### src/rtl/shift_sequencer_pkg.sv
// shift_sequencer_pkg: shared state encoding and default sizes for the shift sequencer
package shift_sequencer_pkg;
  localparam int WIDTH_DEF = 6;
  localparam int CNT_W_DEF = 3;
  typedef enum logic [1:0] {
    IDLE  = 2'd0,
    SHIFT = 2'd1,
    DONE  = 2'd2
  } state_t;
endpackage

### src/rtl/shift_reg_le.sv
// shift_reg_le: WIDTH-bit register with parallel load and left shift, serial_in into LSB
module shift_reg_le #(
  parameter int WIDTH = 6
) (
  input  logic             clock,
  input  logic             reset,
  input  logic             load,
  input  logic             shift_en,
  input  logic [WIDTH-1:0] load_data,
  input  logic             serial_in,
  output logic [WIDTH-1:0] q
);
  // load wins over shift; otherwise hold
  always_ff @(posedge clock or posedge reset)
    if (reset) q <= '0;
    else if (load) q <= load_data;
    else if (shift_en) q <= {q[WIDTH-2:0], serial_in};
endmodule

### src/rtl/shift_sequencer.sv
// shift_sequencer: accepts a word and shift count, shifts it out MSB-first, pulses done
module shift_sequencer
  import shift_sequencer_pkg::*;
#(
  parameter int WIDTH = WIDTH_DEF,
  parameter int CNT_W = CNT_W_DEF
) (
  input  logic             clock,
  input  logic             reset,
  input  logic             in_valid,
  output logic             in_ready,
  input  logic [WIDTH-1:0] in_data,
  input  logic [CNT_W-1:0] in_count,
  input  logic             stall,
  input  logic             serial_in,
  output logic             serial_out,
  output logic [WIDTH-1:0] par_out,
  output logic             busy,
  output logic             done
);
  localparam logic [CNT_W-1:0] MAX_CNT = CNT_W'(WIDTH);
  localparam logic [CNT_W-1:0] ONE = CNT_W'(1);
  state_t state, state_next;
  logic [CNT_W-1:0] cnt, eff_cnt;
  logic load, shift_en;
  logic [WIDTH-1:0] q;
  assign eff_cnt = in_count > MAX_CNT ? MAX_CNT : in_count;
  assign load = state == IDLE && in_valid;
  assign shift_en = state == SHIFT && !stall;
  // state register
  always_ff @(posedge clock or posedge reset)
    if (reset) state <= IDLE;
    else state <= state_next;
  // next-state: a zero count skips straight to DONE; last unstalled shift ends SHIFT
  always_comb
    state_next = state == IDLE  ? (in_valid ? (eff_cnt == '0 ? DONE : SHIFT) : IDLE) :
                 state == SHIFT ? (shift_en && cnt == ONE ? DONE : SHIFT) :
                 IDLE;
  // remaining-shift counter, loaded with the clamped count on accept
  always_ff @(posedge clock or posedge reset)
    if (reset) cnt <= '0;
    else if (load) cnt <= eff_cnt;
    else if (shift_en) cnt <= cnt - ONE;
  // outputs decoded from state and the shift register only
  always_comb begin
    in_ready = state == IDLE;
    busy = state != IDLE;
    done = state == DONE;
    serial_out = q[WIDTH-1];
    par_out = q;
  end
  shift_reg_le #(.WIDTH(WIDTH)) u_shift_reg (
    .clock(clock),
    .reset(reset),
    .load(load),
    .shift_en(shift_en),
    .load_data(in_data),
    .serial_in(serial_in),
    .q(q)
  );
endmodule

### config.mk
export PLATFORM = sky130hd
export DESIGN_NAME = shift_sequencer
export DESIGN_NICKNAME = d
export VERILOG_FILES = /design/src/rtl/shift_sequencer_pkg.sv /design/src/rtl/shift_reg_le.sv /design/src/rtl/shift_sequencer.sv
export SDC_FILE = /design/constraint.sdc
export NUM_CORES = 1
export LEC_CHECK = 0
export ABC_AREA = 0
export ABC_CLOCK_PERIOD_IN_PS = 4200
export CAP_MARGIN = 20
export CORE_UTILIZATION = 44
export DETAILED_ROUTE_END_ITERATION = 7
export GPL_ROUTABILITY_DRIVEN = 0
export PLACE_DENSITY = 0.81
export SYNTH_ARGS = -nofsm -noshare
export SYNTH_HDL_FRONTEND = slang
export SYNTH_SLANG_ARGS = --single-unit
export TNS_END_PERCENT = 1
### constraint.sdc
create_clock -name clock -period 4.2 [get_ports clock]
set_input_delay 0.84 -clock clock [delete_from_list [all_inputs] [get_ports clock]]
set_output_delay 0.84 -clock clock [all_outputs]
set_load 0.02 [all_outputs]
# Word level (Yosys, flattened, before mapping)
# Index checks and enable logic that the tools add are counted.
# word_totals
elab_cells	26
ff_bits	11
out_inout_bits	10
in_bits	14
# classes
n_addsub	1
mux	10
n_reduce_logical	8
eq_ne	3
order_cmp	1
# ops
op	n
6-bit two-way mux	2
2-bit two-way mux	5
3-bit two-way mux	3
2-bit nonzero test	2
3-bit by 1-bit equality test with 1-bit output, second input constant	1
3-bit greater-than comparator, second input constant	1
1-bit logical AND	3
3-bit zero test	1
3-bit by 1-bit subtractor with 3-bit output, second input constant	1
2-bit by 1-bit equality test with 1-bit output, second input constant	1
2-bit equality test, second input constant	1
2-bit zero test	1
1-bit zero test	1

# Depth between registers and ports, before layout
# depth
ltp_word	6
mapped_depth	5

# By module
# Synthesis repeated with hierarchy kept, for this count alone.
# unflattened
hier_cells	60
area_unflattened_um2	616.8
# modules_own_cells
module	n_inst	seq_area_each_um2	cells_per_inst	area_each_um2
shift_sequencer	1	125.1	33	334.1
shift_reg_le	1	150.1	27	282.8

# Worst setup path after synthesis
# OpenSTA, ideal clock, no wires.
# synth_timing
path_kind	flip-flop to output port
from	register state[1]
to	output in_ready
path_buffers	0
slack_ns	2.419
t_required_ns	3.360
arrival_ns	0.941
stages_incl_launch_ff	3
cell_sequence	dfrtp_1 > or2_2 > inv_1
# synth_between
elab_chain_cells	1
# synth_lines
element	line	rtl
from (decl)	shift_sequencer.sv:23	state_t state, state_next;
from (signal assigned)	shift_sequencer.sv:33	else state <= state_next;
2-bit zero test	shift_sequencer.sv:46	in_ready = state == IDLE;
to (decl)	shift_sequencer.sv:11	output logic in_ready,
# Every way passes these cells.

# Worst setup path in the final report
# Ends and elaborated chain as after synthesis.

==> impl_metrics.yaml <==
placed_design:
  post-dp-hpwl_um: 940
  place_ws_ns: 1.93
  dpl-instance-area_um2: 831
  port_buffers: 23
cts:
  cts_num_sinks: 11
  h-tree-depth: 1
  clkLatencyLatePin_ns: 0.27
  clkTransAtPathRegs_ns: 0.07
  numCtsBuffers: 3
  cts-resized-gates: 0
  cts_tree: "yes"
  cts_hold_buffers: 0
  cts_root_buffer: "clkbuf_4"
  clockBufferDepth: 2
  cts_setup_buffers: 0
floorplanning:
  num_rows: 12
  initial_utilization_pct: 50.9
  fp.dieW_um: 39.1
  dieHeight_um: 39.1
  ios: 24
  coreArea_um2: 1190
  die_area_um2: 1530
sta:
  finClkSkew_ns: 0.000836
  timing.fmax_mhz: 399
  holdWs_ns: 0.529
  setup_tns_ns: 0
  max-slew-margin-rel_pct: 73.0
  rsz0062_at_grt: "false"
  timing.final.ws_setup_ns: 1.70
  finalHoldViolCount: 0
  post-route-period-util_pct: 59.6
  setup_violations: 0
  drv_slew: 0
  min_period_ns: 2.50
  worstMarginPinSlew_ns: 0.405
cells_and_area:
  insertedDiodeCount: 0
  syn_to_final_growth_pct: 41.8
  layout_commonest_cell: "clkdlybuf4s50_1"
  final_nets: 104
  final_cell_mix: "23 x clkdlybuf4s50_1, 11 x dfrtp_1, 9 x nand2_1"
  post-route-util_pct: 72.3
  design_area_um2: 857
  fillers: 94
  drive_gt1_share_pct: 11.5
worst_setup_path:
  slowest_stage: "clkdlybuf4s50_1"
  startpoint_type: "flop"
  startpoint: "state[1]"
  rr_startpoint: "state[1]"
  path_class: "flop to output port"
  crit_path_end_kind: "output port"
  cp_data_arrival_time_ns: 1.66
  crit_fanout: 7
  critical_path.cell_chain: "or2_2 > inv_1 > clkdlybuf4s50_1"
  max_stage_delay_ns: 0.59
  critPathRequiredTime_ns: 3.36
logic_synthesis:
  netlist_instances: 63
  avgSynthCellArea_um2: 9.59
  yosysWarningCount: 0
  yosysSeqAreaShare_pct: 45.5
  syn-cell-area_um2: 604
  synth_fp_nets: 79
  synthDistinctLibCells: 25
  ys_ff_latch: 11
global_route:
  antenna_found_initial: 0
  gr-total-overflow: 0
  grt_max_degree: 12
  grt_pass1_wl_um: 2110
  grtUsageTotal_pct: 21.2
  grt_pass1_vias: 525
detailed_routing:
  drc: 0
  wl_per_cell_um: 12.9
  wirelength_um: 1310
  vias_per_cell: 5.47
  firstDrtPassIters: 4
  dr_total_vias: 552
  drt_iter0_drc: 41
  ant_nets: 0
power:
  p_clk_share_pct: 11.7
  seqPwrFrac_pct: 32.8
  p_comb_share_pct: 55.5
  intPower_w: 0.000366
  switching_share_pct: 40.8
  p_leak_nw: 0.378
  netSwitchingPower_w: 0.000253
  p_per_area_nw_per_um2: 722
  ir_drop_mv: 0.326
worst_hold_path:
  holdCritPathClass: "flop to flop"
  hp-start: "u_shift_reg.q[5]"
run:
  max-cap-violations: 0
run_status:
  status: "finished, final reports clean"
## critical path, delay by kind of cell (launching register included)
kind          cells  cell delay [ns]
buf+inv           2             0.64
flops             1             0.45
simple gates      1             0.31
## synth_stat cells, drive strengths merged
master   n  area (um2)
nand3    4        20.0
or3b     2        17.5
and2b    2        17.5
o21ai    3        15.0
o22ai    1        6.26
o221ai   1        8.76
inv      4        15.0
ha       2        25.0
nor3b    3        38.8
a211oi   1        7.51
a22oi    4        30.0
nand2b   1        6.26
a21oi    4        20.0
dfrtp   11         275
nor3     3        15.0
buf      4        28.8
nor2     2        7.51
nand2    9        33.8
a221o    1        10.0
or2      1        6.26
## flip-flops by register name, indices dropped and copies added (netlist names)
name	cells
u_shift_reg.q	6
state	2
cnt	3
## area by class of cell
type                       count  area [um2]  area share [%]
multi-input combinational     44         285            33.3
sequential                    11         275            32.1
timing repair buffer          24         238            27.7
clock buffer                   4        26.3            3.07
tap                           14        17.5            2.04
inverter                       4        15.0            1.75
## final timing paths
check,end,slack [ns],cells past startpoint
min in group asynchronous,cnt[2],0.86,2
worst max register to register,cnt[2],2.77,3
max in group asynchronous,u_shift_reg.q[1],3.06,2
worst min register to register,u_shift_reg.q[5],0.53,2
worst min-delay path,u_shift_reg.q[5],0.53,2
worst max-delay path,in_ready,1.70,3
## power groups by stage
stage	clock network [W]	registers, W	logic (W)
after floorplan	0	0.000232	0.000186
after global placement	0	0.000202	0.000337
after detailed placement	0	0.000204	0.000341
after CTS	0.0000734	0.000202	0.000345
after global routing	0.0000782	0.000209	0.000375
final	0.0000726	0.000203	0.000344
## per-layer routing
metal  vias up  track usage (%)  share of wire [%]
met4         0             16.4                2.4
met1       255             24.6                 44
met3         4             1.73                4.9
li1        270                -                  -
met5         -                0                  0
met2        23             35.4                 48
## cells by family (layout without fill, tap and decap cells)
kind of cell / after synthesis / after routing / share of synthesized area, %
AO/OA/AOI/OAI: 15 / 15 / 16.2
AND/OR/NAND/NOR: 27 / 27 / 26.9
flip-flops: 11 / 11 / 45.5
buffers and inverters: 8 / 32 / 7.25
adder cells (fa/ha/maj): 2 / 2 / 4.14
## through the flow
step / instances / power [W]
detailed placement: 97 / 0.000545
global route: 101 / 0.000663
floorplan: 63 / 0.000418
CTS: 101 / 0.000620
finish: 101 / 0.000619
global placement: 97 / 0.000539
No activity file was read; power rests on OpenSTA's default activity.
==> RTL edit 1 (config.mk and constraints unchanged) <==
Set the package constant `CNT_W_DEF` to 6 (it was 3).
--- a/src/rtl/shift_sequencer_pkg.sv
+++ b/src/rtl/shift_sequencer_pkg.sv
@@ -2,5 +2,5 @@
 package shift_sequencer_pkg;
   localparam int WIDTH_DEF = 6;
-  localparam int CNT_W_DEF = 3;
+  localparam int CNT_W_DEF = 6;
   typedef enum logic [1:0] {
     IDLE  = 2'd0,
Ports: changed (resized in_count); port bits go from 24 to 27. The function was not compared with the original's and may differ.
==> RTL edit 1 against the original RTL <==
The run now ends with design-rule violations left; via count increased by 27%; worst setup slack worse by 0.054 ns; routed wire length grew 46%; total power grew 6.7%; cell area is 22% higher; synthesized area increased by 26%; clock power grew 2%; register-to-register slack lost 0.60 ns; die area grew 24%; highest routed layer unchanged; sequential cell count rose by 3.
==> RTL edit 1: results (changes against the original RTL) <==
Outcome
Run status: complete, but fails checks (was complete, no violations). The checks that failed: design-rule violations.

Global routing
The aggregate global-route resource usage is 22.2% (was 21.2%). The met2 usage in global routing came to 38.5% (was 35.4%). The routing usage on met3 is 2.92% (was 1.73%). The global routing met1 resource utilization is 26.9% (was 24.6%). The first-pass GRT wire length is 3.02 mm (was 2.11 mm).

Pwr
The sequential cell power was 0.000245 W (was 0.000203 W). The largest voltage drop on the vdd net is 0.000361 V (was 0.000326 V). The leakage power was 0.451 nW (was 0.378 nW). The cell area power density was 631 nW/um^2 (was 722 nW/um^2).

The combinational share of power is 51.7% (was 55.5%). The fraction of power spent switching nets is 40.3% (was 40.8%).

STA
The remaining max-slew budget at the tightest pin is 58.9% (was 73.0%). The highest attainable clock frequency is 391 MHz (was 399 MHz). The setup skew after layout is 0.00179 ns (was 0.000836 ns).

Placed design
The instance count after placement with tap cells included is 117 (was 97). The post-placement worst setup slack is 1.35 ns (was 1.93 ns). The total cell area at the placement stage is 1020 sq um (was 831 sq um). The number of buffer cells added on primary ports is 26 (was 23). The detailed placer's ending HPWL is 1.39 mm (was 940 um).

Synth
Dominant cells by area after synthesis: sky130_fd_sc_hd__dfrtp_1 (46%), sky130_fd_sc_hd__a22oi_1 (5.9%), sky130_fd_sc_hd__nand3_1 (4.6%), sky130_fd_sc_hd__nand2_1 (3.9%), sky130_fd_sc_hd__ha_1 (3.3%) (was sky130_fd_sc_hd__dfrtp_1 (46%), sky130_fd_sc_hd__nand2_1 (5.6%), sky130_fd_sc_hd__a22oi_1 (5.0%), sky130_fd_sc_hd__ha_1 (4.1%), sky130_fd_sc_hd__a21oi_1 (3.3%)). The count of unique library cells instantiated by Yosys is 32 (was 25). The number of instances in the synthesized netlist came to 79 (was 63).

Leading cell types by count after synthesis: sky130_fd_sc_hd__dfrtp_1 (14), sky130_fd_sc_hd__nand2_1 (8), sky130_fd_sc_hd__nand3_1 (7) (was sky130_fd_sc_hd__dfrtp_1 (11), sky130_fd_sc_hd__nand2_1 (9)).

Setup path
The critical path's top delay family is simple AND/OR/NAND/NOR gates (was buffers and inverters). The largest fanout on the critical path is 15 (was 7). The slowest cell on the critical path is sky130_fd_sc_hd__or4b_4 (was sky130_fd_sc_hd__clkdlybuf4s50_1).

Routing
The total routed wirelength came to 1.91 mm (was 1.31 mm). The met1 routed wirelength after detailed routing is 778 um (was 580 um). The violation count after the first detailed-routing iteration is 22 (was 41). The detailed-route via count is 702 (was 552). The length of routed met3 wiring is 66 um (was 64 um). The detailed-route DRC error count is 2 (was 0). The first-pass iteration count of the detailed router is 6 (was 4).

Layout
Registers with the most flip-flops: cnt (6), u_shift_reg.q (6), state (2) (was u_shift_reg.q (6), cnt (3), state (2)). The number of nets at the end of the flow came to 125 (was 104). The number of inserted filler cells in the final layout is 126 (was 94). The share of final-layout standard cells stronger than drive strength 1 came to 9.62% (was 11.5%).
-- RTL edit 1: cell types whose count changed after synthesis, sizes merged, moves of 2 or more --
| cell | delta |
|---|---|
| a22oi | +2 |
| or2 | +2 |
| and2b | -2 |
| buf | -2 |
| nand3 | +3 |
| or3 | +2 |
| nor3 | -2 |
| a21oi | -2 |
| o41ai | +2 |
| inv | +2 |
| or4 | +2 |
| clkbuf | +3 |
| dfrtp | +3 |
-- RTL edit 1: final timing paths --
check | startpoint | to | slack [ns] | depth (start not counted)
worst max-delay path | stall | state[0]$_DFF_PP0_ | 1.64 | 4
worst min-delay path | u_shift_reg.q[2]$_DFFE_PP0P_ | u_shift_reg.q[3]$_DFFE_PP0P_ | 0.52 | 2
worst max register to register | state[1]$_DFF_PP0_ | state[0]$_DFF_PP0_ | 2.17 | 3
worst min register to register | u_shift_reg.q[2]$_DFFE_PP0P_ | u_shift_reg.q[3]$_DFFE_PP0P_ | 0.52 | 2
max in group asynchronous | reset | cnt[2]$_DFFE_PP0P_ | 2.93 | 2
min in group asynchronous | reset | state[0]$_DFF_PP0_ | 0.91 | 2
-- RTL edit 1: final cells by class --
type / instances / area [sq um] / share of cell area (%)
Inverter: 6 / 22.5 / 2.15
Sequential cell: 14 / 350 / 33.5
Tap cell: 16 / 20.0 / 1.91
Multi-Input combinational cell: 54 / 364 / 34.8
Timing Repair Buffer: 27 / 268 / 25.6
Clock buffer: 3 / 22.5 / 2.15
-- RTL edit 1: kinds of logic after synthesis --
kind of cell | count (synthesis) | share of synthesized area (%)
compound gates | 19 | 18.4
xor+xnor | 1 | 1.15
fa+ha+maj | 2 | 3.29
buf+inv | 11 | 6.08
flops | 14 | 46.1
simple gates | 32 | 25.0
==> RTL edit 2 (same settings) <==
Without the edit above. Encoding of `state_t`: now one-hot (3 bits for 3 states).
--- a/src/rtl/shift_sequencer_pkg.sv
+++ b/src/rtl/shift_sequencer_pkg.sv
@@ -3,8 +3,8 @@
   localparam int WIDTH_DEF = 6;
   localparam int CNT_W_DEF = 3;
-  typedef enum logic [1:0] {
-    IDLE  = 2'd0,
-    SHIFT = 2'd1,
-    DONE  = 2'd2
+  typedef enum logic [2:0] {
+    IDLE  = 3'b001,
+    SHIFT = 3'b010,
+    DONE  = 3'b100
   } state_t;
 endpackage
Formal check against the unedited RTL: no difference found for any inputs over 10 cycles, from zero or initial values and one cycle with reset high; not proved beyond that.
==> RTL edit 2 against the original RTL <==
First-iteration DRC count is 54% lower; clock skew is 0.0051 ns higher; routed wire length is 12% higher; total power is 6.2% higher; utilization is 4.0 points lower; die area is 8.3% higher; worst setup slack worse by 0.32 ns; synthesized area is 8.7% higher; combinational power hardly changed; register-to-register slack worse by 0.20 ns; global-route usage is 1.4 points lower; sequential cell count is 1 higher; cell area is 7.6% higher; largest power group unchanged; highest routed layer unchanged.
==> RTL edit 2: results (changes against the original RTL) <==
Worst hold path
The worst hold endpoint is cnt[1]$_DFFE_PP0P_ (was u_shift_reg.q[5]$_DFFE_PP0P_). The beginning of the worst hold path is cnt[1]$_DFFE_PP0P_ (was u_shift_reg.q[5]$_DFFE_PP0P_). The worst hold path cell count is 1 (was 2).

Global routing
The largest net degree at the start of global routing is 13 (was 12). The aggregate global-route resource usage was 19.8% (was 21.2%). The first-pass GRT wire length is 2.04 mm (was 2.11 mm). The via count of the first global-routing pass was 476 (was 525).

Setup path
The launch instance of the worst register-to-register path was state[2]$_DFF_PP0_ (was state[1]$_DFF_PP0_). The slowest cell on the critical path is sky130_fd_sc_hd__dfstp_2 (was sky130_fd_sc_hd__clkdlybuf4s50_1). The largest fanout on the critical path was 8 (was 7).

The arrival time of the worst setup path came to 1.98 ns (was 1.66 ns).

Outcome
Run status: complete, no violations (unchanged).

Synth
Dominant cells by area after synthesis: sky130_fd_sc_hd__dfrtp_1 (42%), sky130_fd_sc_hd__dfstp_2 (4.0%), sky130_fd_sc_hd__ha_1 (3.8%), sky130_fd_sc_hd__nor4b_4 (3.6%), sky130_fd_sc_hd__inv_1 (3.4%) (was sky130_fd_sc_hd__dfrtp_1 (46%), sky130_fd_sc_hd__nand2_1 (5.6%), sky130_fd_sc_hd__a22oi_1 (5.0%), sky130_fd_sc_hd__ha_1 (4.1%), sky130_fd_sc_hd__a21oi_1 (3.3%)). The net count after synthesis is 80 (was 79). The fraction of the yosys area taken by sequential cells is 45.9% (was 45.5%).

STA
The measured slew at the worst slew-check pin is 0.466 ns (was 0.405 ns). The worst hold margin was 0.519 ns (was 0.529 ns). The setup skew after layout is 0.00595 ns (was 0.000836 ns).

Layout
The share of final-layout standard cells stronger than drive strength 1 is 9.09% (was 11.5%).

Pwr
The fraction of power consumed by the clock network came to 13.9% (was 11.7%). The largest voltage drop on the vdd net is 0.000337 V (was 0.000326 V). The net switching component of the power is 0.000258 W (was 0.000253 W).

The leakage power is 0.414 nW (was 0.378 nW).

Routing
The detailed-route via count is 581 (was 552). The total routed wirelength is 1.47 mm (was 1.31 mm). The violation count after the first detailed-routing iteration is 19 (was 41).

Placed design
The detailed placer's ending HPWL came to 1.10 mm (was 940 um).
RTL edit 2: kinds of logic after synthesis:
kind of cell / count (synthesis) / share of synthesized area [%]
multiplexers: 1 / 1.52
AND/OR/NAND/NOR: 23 / 22.7
flip-flops: 12 / 45.9
adder cells (fa/ha/maj): 2 / 3.81
AO/OA/AOI/OAI: 16 / 18.5
buffers and inverters: 10 / 7.62
RTL edit 2: worst reg2reg max path, stage by stage, from the launching register on:
cell and delay (ns):
sky130_fd_sc_hd__dfrtp_1 0.47, sky130_fd_sc_hd__or4b_1 0.69, sky130_fd_sc_hd__mux2i_1 0.19, sky130_fd_sc_hd__a21o_1 0.18
RTL edit 2: routing by layer:
layer  GRT usage (%)  wire length, um  vias to the layer above
li1                -                -                      284
met1            24.2              656                      279
met2            32.1              727                       16
met4            10.0               15                        0
met5               0                0                        -
met3            4.89               66                        2
RTL edit 2: metrics by stage:
| stage | std cells | util [%] | area [sq um] | setup WS, ns |
|---|---|---|---|---|
| 3_5_place_dp | 99 | 65.6 | 886 | 1.67 |
| 4_1_cts | 103 | 68.3 | 922 | 1.36 |
| 6_report | 103 | 68.3 | 922 | 1.38 |
| 2_1_floorplan | 64 | - | 657 | 2.07 |
| 3_3_place_gp | 99 | 65.6 | 886 | 1.68 |
| 5_1_grt | 103 | 68.3 | 922 | 1.28 |
RTL edit 2: final cells by class:
| cell class | count | area, sq um |
|---|---|---|
| Tap cell | 15 | 18.8 |
| Timing Repair Buffer | 24 | 238 |
| Sequential cell | 12 | 302 |
| Multi-Input combinational cell | 42 | 305 |
| Fill cell | 110 | 428 |
| Clock buffer | 4 | 36.3 |
| Inverter | 6 | 22.5 |
